==> src/rtl/set_job_scheduler.sv <==
`default_nettype none
// ============================================================================
// Module   : set_job_scheduler
// Purpose  : Round-robin front end that shares one SET engine between NREQ
//            requesters and returns tagged counts on a valid/ready port.
//            Define SET_TIMEOUT_EN to add the WAIT-state watchdog.
// Revision : 1.0
// ============================================================================
module set_job_scheduler #(
    parameter int NREQ        = 2,
    parameter int TIMEOUT_CYC = 32
) (
    input  logic                 clk,
    input  logic                 rst,
    input  logic [NREQ-1:0]      req_valid,
    output logic [NREQ-1:0]      req_ready,
    input  logic [16*NREQ-1:0]   req_central,
    input  logic [8*NREQ-1:0]    req_radius,
    output logic                 resp_valid,
    input  logic                 resp_ready,
    output logic [1:0]           resp_id,
    output logic [3:0]           resp_count,
    output logic                 resp_err,
    output logic                 eng_en,
    output logic [15:0]          eng_central,
    output logic [7:0]           eng_radius,
    input  logic                 eng_busy,
    input  logic                 eng_valid,
    input  logic [3:0]           eng_candidate,
    output logic                 sched_busy
);

    typedef enum logic [1:0] {
        S_IDLE  = 2'd0,
        S_ISSUE = 2'd1,
        S_WAIT  = 2'd2,
        S_RESP  = 2'd3
    } state_t;

    state_t      state_q, state_d;
    logic [1:0]  rr_ptr_q, rr_ptr_d;
    logic [1:0]  id_q, id_d;
    logic [3:0]  count_q, count_d;
    logic        err_q, err_d;
    logic [15:0] central_q, central_d;
    logic [7:0]  radius_q, radius_d;

    logic            grant_vld;
    logic [1:0]      grant_idx;
    logic [NREQ-1:0] grant_oh;
    logic [15:0]     grant_central;
    logic [7:0]      grant_radius;
    logic            grant_take;
    logic            radius_ok;

`ifdef SET_TIMEOUT_EN
    logic [7:0] wdog_q, wdog_d;
    logic [7:0] wdog_inc;
    assign wdog_inc = wdog_q + 8'd1;
`endif

    function automatic logic nib_ok(input logic [3:0] r);
        return (r != 4'd0) && (r <= 4'd9);
    endfunction

    // Scan from rr_ptr upward (mod NREQ); the first valid requester wins.
    always_comb begin : arbiter
        int idx;
        idx           = 0;
        grant_vld     = 1'b0;
        grant_idx     = 2'd0;
        grant_oh      = '0;
        grant_central = 16'd0;
        grant_radius  = 8'd0;
        for (int k = 0; k < NREQ; k++) begin
            idx = int'(rr_ptr_q) + k;
            if (idx >= NREQ) idx = idx - NREQ;
            for (int i = 0; i < NREQ; i++) begin
                if (!grant_vld && idx == i && req_valid[i]) begin
                    grant_vld     = 1'b1;
                    grant_idx     = 2'(i);
                    grant_oh[i]   = 1'b1;
                    grant_central = req_central[16*i +: 16];
                    grant_radius  = req_radius[8*i +: 8];
                end
            end
        end
    end

    assign grant_take = (state_q == S_IDLE) && !eng_busy && grant_vld;
    assign radius_ok  = nib_ok(grant_radius[7:4]) && nib_ok(grant_radius[3:0]);
    // Gated by rst so the combinational accept is also silent during reset.
    assign req_ready  = (grant_take && rst) ? grant_oh : '0;

    always_comb begin : fsm_next
        state_d   = state_q;
        rr_ptr_d  = rr_ptr_q;
        id_d      = id_q;
        count_d   = count_q;
        err_d     = err_q;
        central_d = central_q;
        radius_d  = radius_q;
`ifdef SET_TIMEOUT_EN
        wdog_d    = wdog_q;
`endif
        case (state_q)
            S_IDLE: begin
                if (grant_take) begin
                    central_d = grant_central;
                    radius_d  = grant_radius;
                    id_d      = grant_idx;
                    rr_ptr_d  = (grant_idx == 2'(NREQ-1)) ? 2'd0 : grant_idx + 2'd1;
                    if (radius_ok) begin
                        state_d = S_ISSUE;
                    end else begin
                        count_d = 4'd0;
                        err_d   = 1'b1;
                        state_d = S_RESP;
                    end
                end
            end
            S_ISSUE: begin
`ifdef SET_TIMEOUT_EN
                wdog_d  = 8'd0;
`endif
                state_d = S_WAIT;
            end
            S_WAIT: begin
                if (eng_valid) begin
                    count_d = eng_candidate;
                    err_d   = 1'b0;
                    state_d = S_RESP;
                end
`ifdef SET_TIMEOUT_EN
                else begin
                    wdog_d = wdog_inc;
                    if (wdog_inc == 8'(TIMEOUT_CYC)) begin
                        count_d = 4'd0;
                        err_d   = 1'b1;
                        state_d = S_RESP;
                    end
                end
`endif
            end
            S_RESP: begin
                if (resp_ready) state_d = S_IDLE;
            end
            default: state_d = S_IDLE;
        endcase
    end

    always_ff @(posedge clk or negedge rst) begin
        if (!rst) begin
            state_q   <= S_IDLE;
            rr_ptr_q  <= 2'd0;
            id_q      <= 2'd0;
            count_q   <= 4'd0;
            err_q     <= 1'b0;
            central_q <= 16'd0;
            radius_q  <= 8'd0;
        end else begin
            state_q   <= state_d;
            rr_ptr_q  <= rr_ptr_d;
            id_q      <= id_d;
            count_q   <= count_d;
            err_q     <= err_d;
            central_q <= central_d;
            radius_q  <= radius_d;
        end
    end

`ifdef SET_TIMEOUT_EN
    always_ff @(posedge clk or negedge rst) begin
        if (!rst) wdog_q <= 8'd0;
        else      wdog_q <= wdog_d;
    end
`endif

    assign resp_valid  = (state_q == S_RESP);
    assign resp_id     = id_q;
    assign resp_count  = count_q;
    assign resp_err    = err_q;
    assign eng_en      = (state_q == S_ISSUE);
    assign eng_central = central_q;
    assign eng_radius  = radius_q;
    assign sched_busy  = (state_q != S_IDLE);

endmodule
`default_nettype wire
==> config.mk <==
export PLATFORM = sky130hd
export DESIGN_NAME = set_job_scheduler
export DESIGN_NICKNAME = d
export VERILOG_FILES = /design/src/rtl/set_job_scheduler.sv
export SDC_FILE = /design/constraint.sdc
export NUM_CORES = 1
export LEC_CHECK = 0
export CAP_MARGIN = 20
export CORE_MARGIN = 1.5
export CORE_UTILIZATION = 43
export DETAILED_ROUTE_END_ITERATION = 16
export PLACE_DENSITY = 0.85
export SYNTH_ARGS = -nofsm -noshare
export SYNTH_HDL_FRONTEND = slang
export SYNTH_SLANG_ARGS = --single-unit
==> constraint.sdc <==
create_clock -name clk -period 3.75 [get_ports clk]
set_clock_uncertainty 0.05 [all_clocks]
set_input_delay 0.75 -clock clk [delete_from_list [all_inputs] [get_ports clk]]
set_output_delay 0.75 -clock clk [all_outputs]
set_load 0.01 [all_outputs]
-- Word level (Yosys, flattened, before mapping)
Index checks and enable logic that the tools add are counted.
- $add $sub $neg: 4
- magnitude comparators: 4
- equality and inequality tests: 10
- multiplexer cells: 35
- reduce and logical (&&, ||, !) cells: 27
- operators by type and width (kind ; count):
    $eq 32x2->1 const B ; 2
    $logic_not 32->1 ; 2
    $mux 16 ; 4
    $mux 32 ; 2
    $mux 8 ; 4
    $mux 2 ; 8
    $logic_and 1x1->1 ; 13
    $mux 4 ; 3
    $mux 1 ; 11
    $le 4x4->1 const B ; 2
    $pmux 2 s4 ; 1
    $pmux 4 s2 ; 1
    $reduce_bool 4->1 ; 2
    $ne 2x2->1 const B ; 3
    $eq 2x1->1 const B ; 2
    $eq 2x2->1 const B ; 2
    $logic_not 1->1 ; 4
    $reduce_and 4->1 ; 1
    $reduce_bool 2->1 ; 2
    $sub 3x2->4 const B ; 1
    $add 2x1->3 const B ; 1
    $ge 3x2->1 const B ; 1
    $reduce_and 3->1 ; 1
    $sub 2x2->3 const B ; 1
    other kinds (6) ; 6
- flip-flop bits (word level): 35
- input port bits: 59
- output and inout bits: 36
- logic and storage cells: 87

-- Logic depth before layout (Yosys ltp)
Gate-level depths: netlist of the first run.
- word-level depth: 23
- mapped depth: 8
- mapped depth without buffers: 7

-- Least setup slack after synthesis of the first run
Ideal clock, no wire load.
- path kind: input-to-output
- from: input port req_valid[1]
- to: output port req_ready[0]
- data arrival time: 1.720 ns
- data required time: 2.950 ns
- setup slack: 1.230 ns
- stages on the path: 5
- buffers on the path: 3
- cell sequence: buf_2 -> a21boi_2 -> buf_4 -> clkbuf_1 -> and3_1
- cells in the longest elaborated chain, start to end: 13
- elaborated cells between the ends (all ways): 14
- those cells by class: 5 x mux; 9 x reduce/logical
- RTL lines (item ; RTL line ; RTL):
    from (decl) ; 15 ; input logic [NREQ-1:0] req_valid,
    $logic_and 1x1->1 ; 79 ; if (!grant_vld && idx == i && req_valid[i]) begin
    $mux 1 ; 79 ;
    $logic_not 1->1 ; 79 ;
    $logic_and 1x1->1 (2 in a row) ; 79 ;
    $mux 1 ; 79 ;
    $logic_not 1->1 ; 79 ;
    $logic_and 1x1->1 (2 in a row) ; 79 ;
    $mux 1 ; 79 ;
    $logic_and 1x1->1 ; 90 ; assign grant_take = (state_q == S_IDLE) && !eng_busy && grant_vld;
    $logic_and 1x1->1 ; 93 ; assign req_ready = (grant_take && rst) ? grant_oh : '0;
    $mux 2 * ; 93 ;
    to (decl) ; 16 ; output logic [NREQ-1:0] req_ready,
Every way passes the cells marked *; elsewhere a longest branch is shown, timed or not.

-- Worst setup path after layout of the first run
- from: register state_q[0]
- to: output port req_ready[0]
- cells in the longest elaborated chain, start to end: 5
- RTL lines (item ; RTL line ; RTL):
    from (decl) ; 40 ; state_t state_q, state_d;
    from (signal assigned) ; 162 ; state_q <= state_d;
    $logic_not 2->1 ; 90 ;
    $logic_and 1x1->1 (2 in a row) ; 90 ;
    $logic_and 1x1->1 ; 93 ;
    $mux 2 ; 93 ;
Every way passes these cells.

==> summary.md, run 1 <==
| Metric | Value |
|---|---|
| Final Slew Violations | `0` |
| CTS tree | `built` |
| Global Route met3 Usage | `6.83%` |
| Total negative slack | `0 ns` |
| CP Class | `register to output port` |
| DR iter-0 viols | `171` |
| Pwr dens | `694 nW/um^2` |
| Netlist cell types | `44` |
| Peak VDD IR | `0.000415 V` |
| Post-Syn Instances | `206` |
| RSZ-0062 raised after global routing | `false` |
| Vias | `1965` |
| Avg Inst Size Synth | `9.22 um^2` |
| Util after Layout | `71.8%` |
| EDFF count, synth | `0` |
| Post-CTS setup buffers | `0` |
| Dpl hpwl | `3.92 mm` |
| Vias in the first global route | `1838` |
| Final cycle utilization of the critical path | `86.8%` |
| H-tree depth | `2` |
| Yosys reg bits | `33` |
| Synth top cells by count | `49 x nor2_1, 33 x dfrtp_1, 26 x a221oi_1` |
| Clk slew on worst S/H paths | `0.07 ns` |
| Post-route minimum period | `3.25 ns` |
| Synth Flop Type | `dfrtp_1` |
| Total power | `2.05 mW` |
| Leakage | `1.20 nW` |
| Layout area overhead | `55.7%` |
| Sequential area share after synthesis | `43.5%` |
| Initial antenna violation count | `0` |
| Critical path endpoint category | `output port` |
| Rows | `23` |
| Final setup violation count | `0` |
| Post-synth top area share | `43.5%` |
| TritonCTS Sinks | `33` |
| Met1 global-route usage | `31.3%` |
| Routed length per instance | `15.6 um` |
| Cell area after synthesis | `1900 um^2` |
| Yosys warns | `0` |
| Initial Utilization | `46.2%` |
| Cts repair resizes | `0` |
| Gr busiest metal | `met2` |
| Critical Path Start Type | `register` |
| Post-DRT Antenna Nets | `0` |
| Fraction of registers with async set/reset | `100%` |
| Clk_lat worst skew | `0.28 ns` |
| # nets final | `362` |
| Slew HR | `64.3%` |
| CP max FO | `6` |
| Hold Fails Final Rpt | `0` |
| Post-CTS Hold Buffers | `0` |
| CTS Buf Count | `5` |
| Required time worst endpoint | `2.95 ns` |
| Post-route DRC | `0` |
| Final GP Congestion | `0.823` |
| Total track usage | `23.2%` |
| Fraction of layout cells with a size suffix above 1 | `8.72%` |
| Setup WS pre-CTS | `0.530 ns` |
| Inst Count DP | `341` |
| TritonRoute pass-1 iters | `4` |
| FMAX | `307 MHz` |
| Hold WC Path Type | `primary input to asynchronous set/reset pin` |
| Status | `complete, no violations` |
| Synthesized Nets | `270` |
| Final WS setup | `0.497 ns` |
| Finished Layout Cells | `348` |
| Die Ht | `69.5 um` |
| Core box area | `4120 um^2` |
| Area contributors post-synth | `dfrtp_1 43%, a221oi_1 12%, nor2_1 9.7%` |
| WP data arrival | `2.45 ns` |
| First-pass GRT wire length | `9.06 mm` |
| Largest net degree at the start of global routing | `31` |
| Ports | `95` |
| WL final | `5.42 mm` |
| PortBufs | `93` |
| Root buf cell | `clkbuf_8` |
| Bufs on Longest Clock Path | `2` |
| Die Area | `4820 um^2` |
| Measured slew at the worst slew-check pin | `0.536 ns` |
| Gr ovfl total | `0` |
| Grt met2 use | `36.4%` |
| DR vias/cell | `5.65` |
| Antenna cells | `0` |
| Cell taking the most area after synthesis | `dfrtp_1` |
| Total of max-cap violations | `0` |
| Die W | `69.5 um` |
| Most frequent cell after synthesis | `nor2_1` |
-- per-layer routing --
layer,vias to the layer above,wire length [um]
met5,-,0
li1,951,-
met4,0,48
met3,4,461
met1,922,2300
met2,88,2610
-- kinds of logic (layout without fill, tap and decap cells) --
family / after synthesis / after routing / synth area share [%]
other: 1 / 1 / 0.197
AO/OA/AOI/OAI: 60 / 60 / 25.5
multiplexers: 8 / 8 / 4.22
adder cells (fa/ha/maj): 5 / 5 / 3.29
flip-flops: 33 / 33 / 43.5
AND/OR/NAND/NOR: 78 / 78 / 18.2
buffers and inverters: 21 / 113 / 5.07
-- worst max-delay path: stages (launching register included) --
cell             delay [ns]
dfrtp_1                0.40
inv_1                  0.13
ha_1                   0.29
nor2b_1                0.39
o21a_1                 0.24
and3_1                 0.17
clkdlybuf4s50_1        0.55
-- placed cells by master, fill, tap and decap left out, types with 2 or more instances in the layout --
cell type        Yosys  layout
mux2i_1              8       8
nand3_1              5       5
clkdlybuf4s50_1      0      92
and3_1               2       2
dfrtp_1             33      33
o21a_1               2       2
o31ai_1              2       2
a21oi_1              6       6
a32oi_1              2       2
clkbuf_8             0       6
or2_2                5       5
buf_4                2       7
o21ai_0              3       3
inv_1                6       6
nor2_1              49      49
nor2b_1              4       4
a31o_2               3       3
ha_1                 5       5
nand2_1              7       7
a221oi_1            26      26
a32o_1               2       2
-- layout make-up --
| type | count | area, um^2 |
|---|---|---|
| multi-input combinational | 152 | 981 |
| timing repair buffer | 100 | 978 |
| sequential | 33 | 826 |
| tap | 50 | 62.6 |
| inverter | 6 | 22.5 |
| clock buffer | 7 | 86.3 |
| fill | 315 | 1160 |
-- state kept, by name, summed over array words and instances (netlist names) --
register and flops:
eng_central 16, eng_radius 8, resp_count 4, state_q 2, resp_err 1, resp_id 1
rr_ptr_q 1
-- worst paths after layout --
kind / from / endpoint / slack, ns / depth (start not counted)
min in group clk: eng_radius[3] / eng_radius[3] / 0.44 / 2
worst min register to register: eng_radius[3] / eng_radius[3] / 0.44 / 2
worst max-delay path: state_q[0] / req_ready[0] / 0.50 / 6
worst min-delay path: rst / eng_radius[3] / 0.22 / 1
max in group asynchronous: rst / resp_count[3] / 2.83 / 2
worst max register to register: state_q[0] / resp_count[2] / 1.38 / 8
-- report_power, final --
group | internal [mW] | leakage [nW] | switching [mW] | total (mW)
logic | 0.605 | 0.777 | 0.521 | 1.13
clock network | 0.146 | 0.0443 | 0.125 | 0.271
registers | 0.539 | 0.381 | 0.116 | 0.655
-- through the flow --
stage,instance area [um^2],hold slack (ns)
after CTS,2960,0.220
after detailed placement,2870,0.430
after global placement,2870,0.421
final,2960,0.224
after global routing,2960,0.219
after floorplan,1900,0.404
No activity file was read; power rests on OpenSTA's default activity.
==> run 2, diff against run 1 <==
--- a/config.mk
+++ b/config.mk
@@ -6,10 +6,13 @@
 export NUM_CORES = 1
 export LEC_CHECK = 0
 export CAP_MARGIN = 20
+export CELL_PAD_IN_SITES_DETAIL_PLACEMENT = 0
+export CELL_PAD_IN_SITES_GLOBAL_PLACEMENT = 1
 export CORE_MARGIN = 1.5
-export CORE_UTILIZATION = 43
+export CORE_UTILIZATION = 26
 export DETAILED_ROUTE_END_ITERATION = 16
-export PLACE_DENSITY = 0.85
+export PLACE_DENSITY_LB_ADDON = 0.1
+export SLEW_MARGIN = 10
 export SYNTH_ARGS = -nofsm -noshare
 export SYNTH_HDL_FRONTEND = slang
 export SYNTH_SLANG_ARGS = --single-unit
==> constraint.sdc (replaced) <==
create_clock -name clk -period 2.9 [get_ports clk]
set_clock_uncertainty 0.05 [all_clocks]
set_input_delay 0.58 -clock clk [delete_from_list [all_inputs] [get_ports clk]]
set_output_delay 0.58 -clock clk [all_outputs]
set_load 0.01 [all_outputs]
==> run 2 against run 1 <==
Final cell count rose by 16%. First-iteration DRC count fell by 41%. Core utilization down 27 points. Clock-buffer cell count fell by 1. Critical path depth decreased by 2. Sequential share of layout area is 1.1 points lower. Design area grew 4.2%. Clock power grew 24%. Register-to-register slack got worse by 0.67 ns. Global-route usage is 7.1 points lower. Critical path type is now primary input to output port. Largest cell class is now non-clock buffers.
==> summary.md, run 2 (synthesized netlist as in run 1, its figures left out) <==
| Metric | Value |
|---|---|
| Hold WC Path Type | `primary input to asynchronous set/reset pin` |
| CP Class | `primary input to output port` |
| Final Slew Violations | `0 (unchanged)` |
| TritonRoute pass-1 iters | `4 (unchanged)` |
| Worst path max stage delay | `0.55 ns (about the same)` |
| Hold Fails Final Rpt | `0 (unchanged)` |
| Layout area overhead | `62.2%` |
| Critical Path Start Type | `primary input` |
| Dpl hpwl | `4.56 mm (+16%)` |
| DR vias/cell | `4.82 (-15%)` |
| Fraction of layout cells with a size suffix above 1 | `12.0% (+3.3 points)` |
| Inst Count DP | `396 (+16%)` |
| Clk slew on worst S/H paths | `0.07 ns (about the same)` |
| Switching pwr | `1.01 mW (+33%)` |
| Most frequent CP cell | `clkdlybuf4s50_1` |
| CP max FO | `6 (unchanged)` |
| Post-route DRC | `0 (unchanged)` |
| Hold_ws | `0.245 ns (+0.0211 ns)` |
| Die W | `88.5 um (+27%)` |
| Pwr dens | `873 nW/um^2 (+26%)` |
| Final GP Congestion | `0.712 (-13%)` |
| Combinational power share | `56.2% (+1.3 points)` |
| Max reg flops | `16 (unchanged)` |
| Register share of total power | `31.3% (-0.6 points)` |
| Die Ht | `88.5 um (+27%)` |
| PortBufs | `93 (unchanged)` |
| Worst reg-to-reg setup slack | `0.71 ns (-0.67 ns)` |
| Initial Utilization | `27.4% (-19 points)` |
| Root buf cell | `clkbuf_8` |
| TritonCTS Sinks | `33 (unchanged)` |
| Required time worst endpoint | `2.27 ns (-0.68 ns)` |
| RSZ-0062 raised after global routing | `false` |
| FMAX | `360 MHz` |
| Sw Share | `37.6% (+0.52 points)` |
| WP data arrival | `2.15 ns (-0.30 ns)` |
| Antenna cells | `0 (unchanged)` |
| Commonest non-fill, non-tap cell in the layout | `clkdlybuf4s50_1` |
| Util after Layout | `44.4% (-27 points)` |
| Gr ovfl total | `0 (unchanged)` |
| Vias in the first global route | `1819 (-1.0%)` |
| Critical path's slowest cell | `clkdlybuf4s50_1` |
| Die Area | `7830 um^2 (+62%)` |
| Rows | `30 (+30%)` |
| Final WS setup | `0.122 ns (-0.375 ns)` |
| Internal power | `1.68 mW (+30%)` |
| Cell Chain, Critical Path | `clkdlybuf4s50_1 -> a21boi_2 -> and3_1 -> clkdlybuf4s50_1` |
| CTS tree | `built` |
| Vias | `1947 (-0.92%)` |
| Slew HR | `63.6% (-0.72 points)` |
| Final setup violation count | `0 (unchanged)` |
| Initial antenna violation count | `0 (unchanged)` |
| Leakage | `1.25 nW (+3.7%)` |
| Core box area | `6940 um^2 (+69%)` |
| Bufs on Longest Clock Path | `2 (unchanged)` |
| First-pass GRT wire length | `9.61 mm (+6.1%)` |
| Status | `complete, no violations` |
| Setup WS pre-CTS | `0.0983 ns (-0.432 ns)` |
| Ports | `95 (unchanged)` |
| Post-route minimum period | `2.78 ns` |
| Routed length per instance | `14.9 um (-4.2%)` |
| H-tree depth | `2 (unchanged)` |
| Finished Layout Cells | `404 (+16%)` |
| Post-DRT Antenna Nets | `0 (unchanged)` |
| Clk_lat worst skew | `0.28 ns (about the same)` |
| Measured slew at the worst slew-check pin | `0.545 ns (+0.00919 ns)` |
| Total track usage | `16.0% (-7.1 points)` |
| Critical path endpoint category | `output port` |
| Most frequent cells in the layout | `92 x clkdlybuf4s50_1, 49 x nor2_1, 33 x dfrtp_1` |
| CTS Buf Count | `5 (unchanged)` |
| Total of max-cap violations | `0 (unchanged)` |
| DR iter-0 viols | `101 (-41%)` |
| Final cycle utilization of the critical path | `95.8%` |
| Total negative slack | `0 ns (unchanged)` |
| Peak VDD IR | `0.000458 V (+11%)` |
| Clock power frac | `12.5% (-0.7 points)` |
| # nets final | `371 (+2.5%)` |
| Largest net degree at the start of global routing | `26 (-16%)` |
| WL final | `6.03 mm (+11%)` |
## run 2: cell types whose count changed in the layout (fill, tap and decap cells not counted), sizes merged
cell,before,now
clkinv,0,2
buf,8,17
clkbuf,7,6
## run 2: power by group through the flow
stage                     logic, mW  clock network, mW  registers [mW]
after CTS                      1.54              0.353           0.845
final                          1.51              0.336           0.842
after detailed placement       1.53                  0           0.852
after floorplan               0.668                  0           0.938
after global placement         1.52                  0           0.847
after global routing           1.68              0.375           0.879
## run 2: stage by stage
stage	total power, mW	cell area, um^2
2_1_floorplan	1.61	1900
3_5_place_dp	2.38	3000
4_1_cts	2.73	3080
6_report	2.69	3080
3_3_place_gp	2.37	3000
5_1_grt	2.93	3080
## run 2: worst max-delay path: cells and delay by family
family	cells	cell delay, ns
AO/OA/AOI/OAI	1	0.30
buffers and inverters	2	1.07
AND/OR/NAND/NOR	1	0.20
## run 2: area by class of cell
type / count / area, um^2
tap: 96 / 120
timing repair buffer: 109 / 1050
sequential: 33 / 826
inverter: 6 / 22.5
multi-input combinational: 152 / 983
fill: 706 / 3860
clock buffer: 6 / 72.6
clock inverter: 2 / 10.0
## run 2: path summary, 6_finish.rpt
| path | from | to | cells past startpoint |
|---|---|---|---|
| setup / recovery | req_valid[1] | req_ready[0] | 4 |
| hold / removal | rst | eng_central[15] | 2 |
| setup reg to reg | state_q[1] | resp_count[1] | 8 |
| hold reg to reg | eng_radius[3] | eng_radius[3] | 2 |
| max in group asynchronous | rst | resp_err | 2 |
| min in group clk | eng_radius[3] | eng_radius[3] | 2 |
## run 2: routing by layer
layer	part of all wire (%)	wire length (um)	vias up	GRT usage [%]
li1	-	-	968	-
met1	45	2730	916	21.3
met2	49	2960	57	26.9
met3	4.7	281	6	3.26
met4	1.0	62	0	3.98
met5	0	0	-	0
## run 2: timing repair
item                                    in CTS  in global routing
hold endpoints to repair                     0                  0
resized for setup                            0                  1
endpoints found under the setup margin       0                  2
buffers inserted                             0                  0
hold buffers                                 0                  0
==> run 3, diff against run 2 <==
--- a/config.mk
+++ b/config.mk
@@ -11,6 +11,7 @@
 export CORE_MARGIN = 1.5
 export CORE_UTILIZATION = 26
 export DETAILED_ROUTE_END_ITERATION = 16
+export GPL_ROUTABILITY_DRIVEN = 0
 export PLACE_DENSITY_LB_ADDON = 0.1
 export SLEW_MARGIN = 10
 export SYNTH_ARGS = -nofsm -noshare
==> results of run 3 <==
Same layout as run 2: the final DEF is identical, and so are final timing and power.
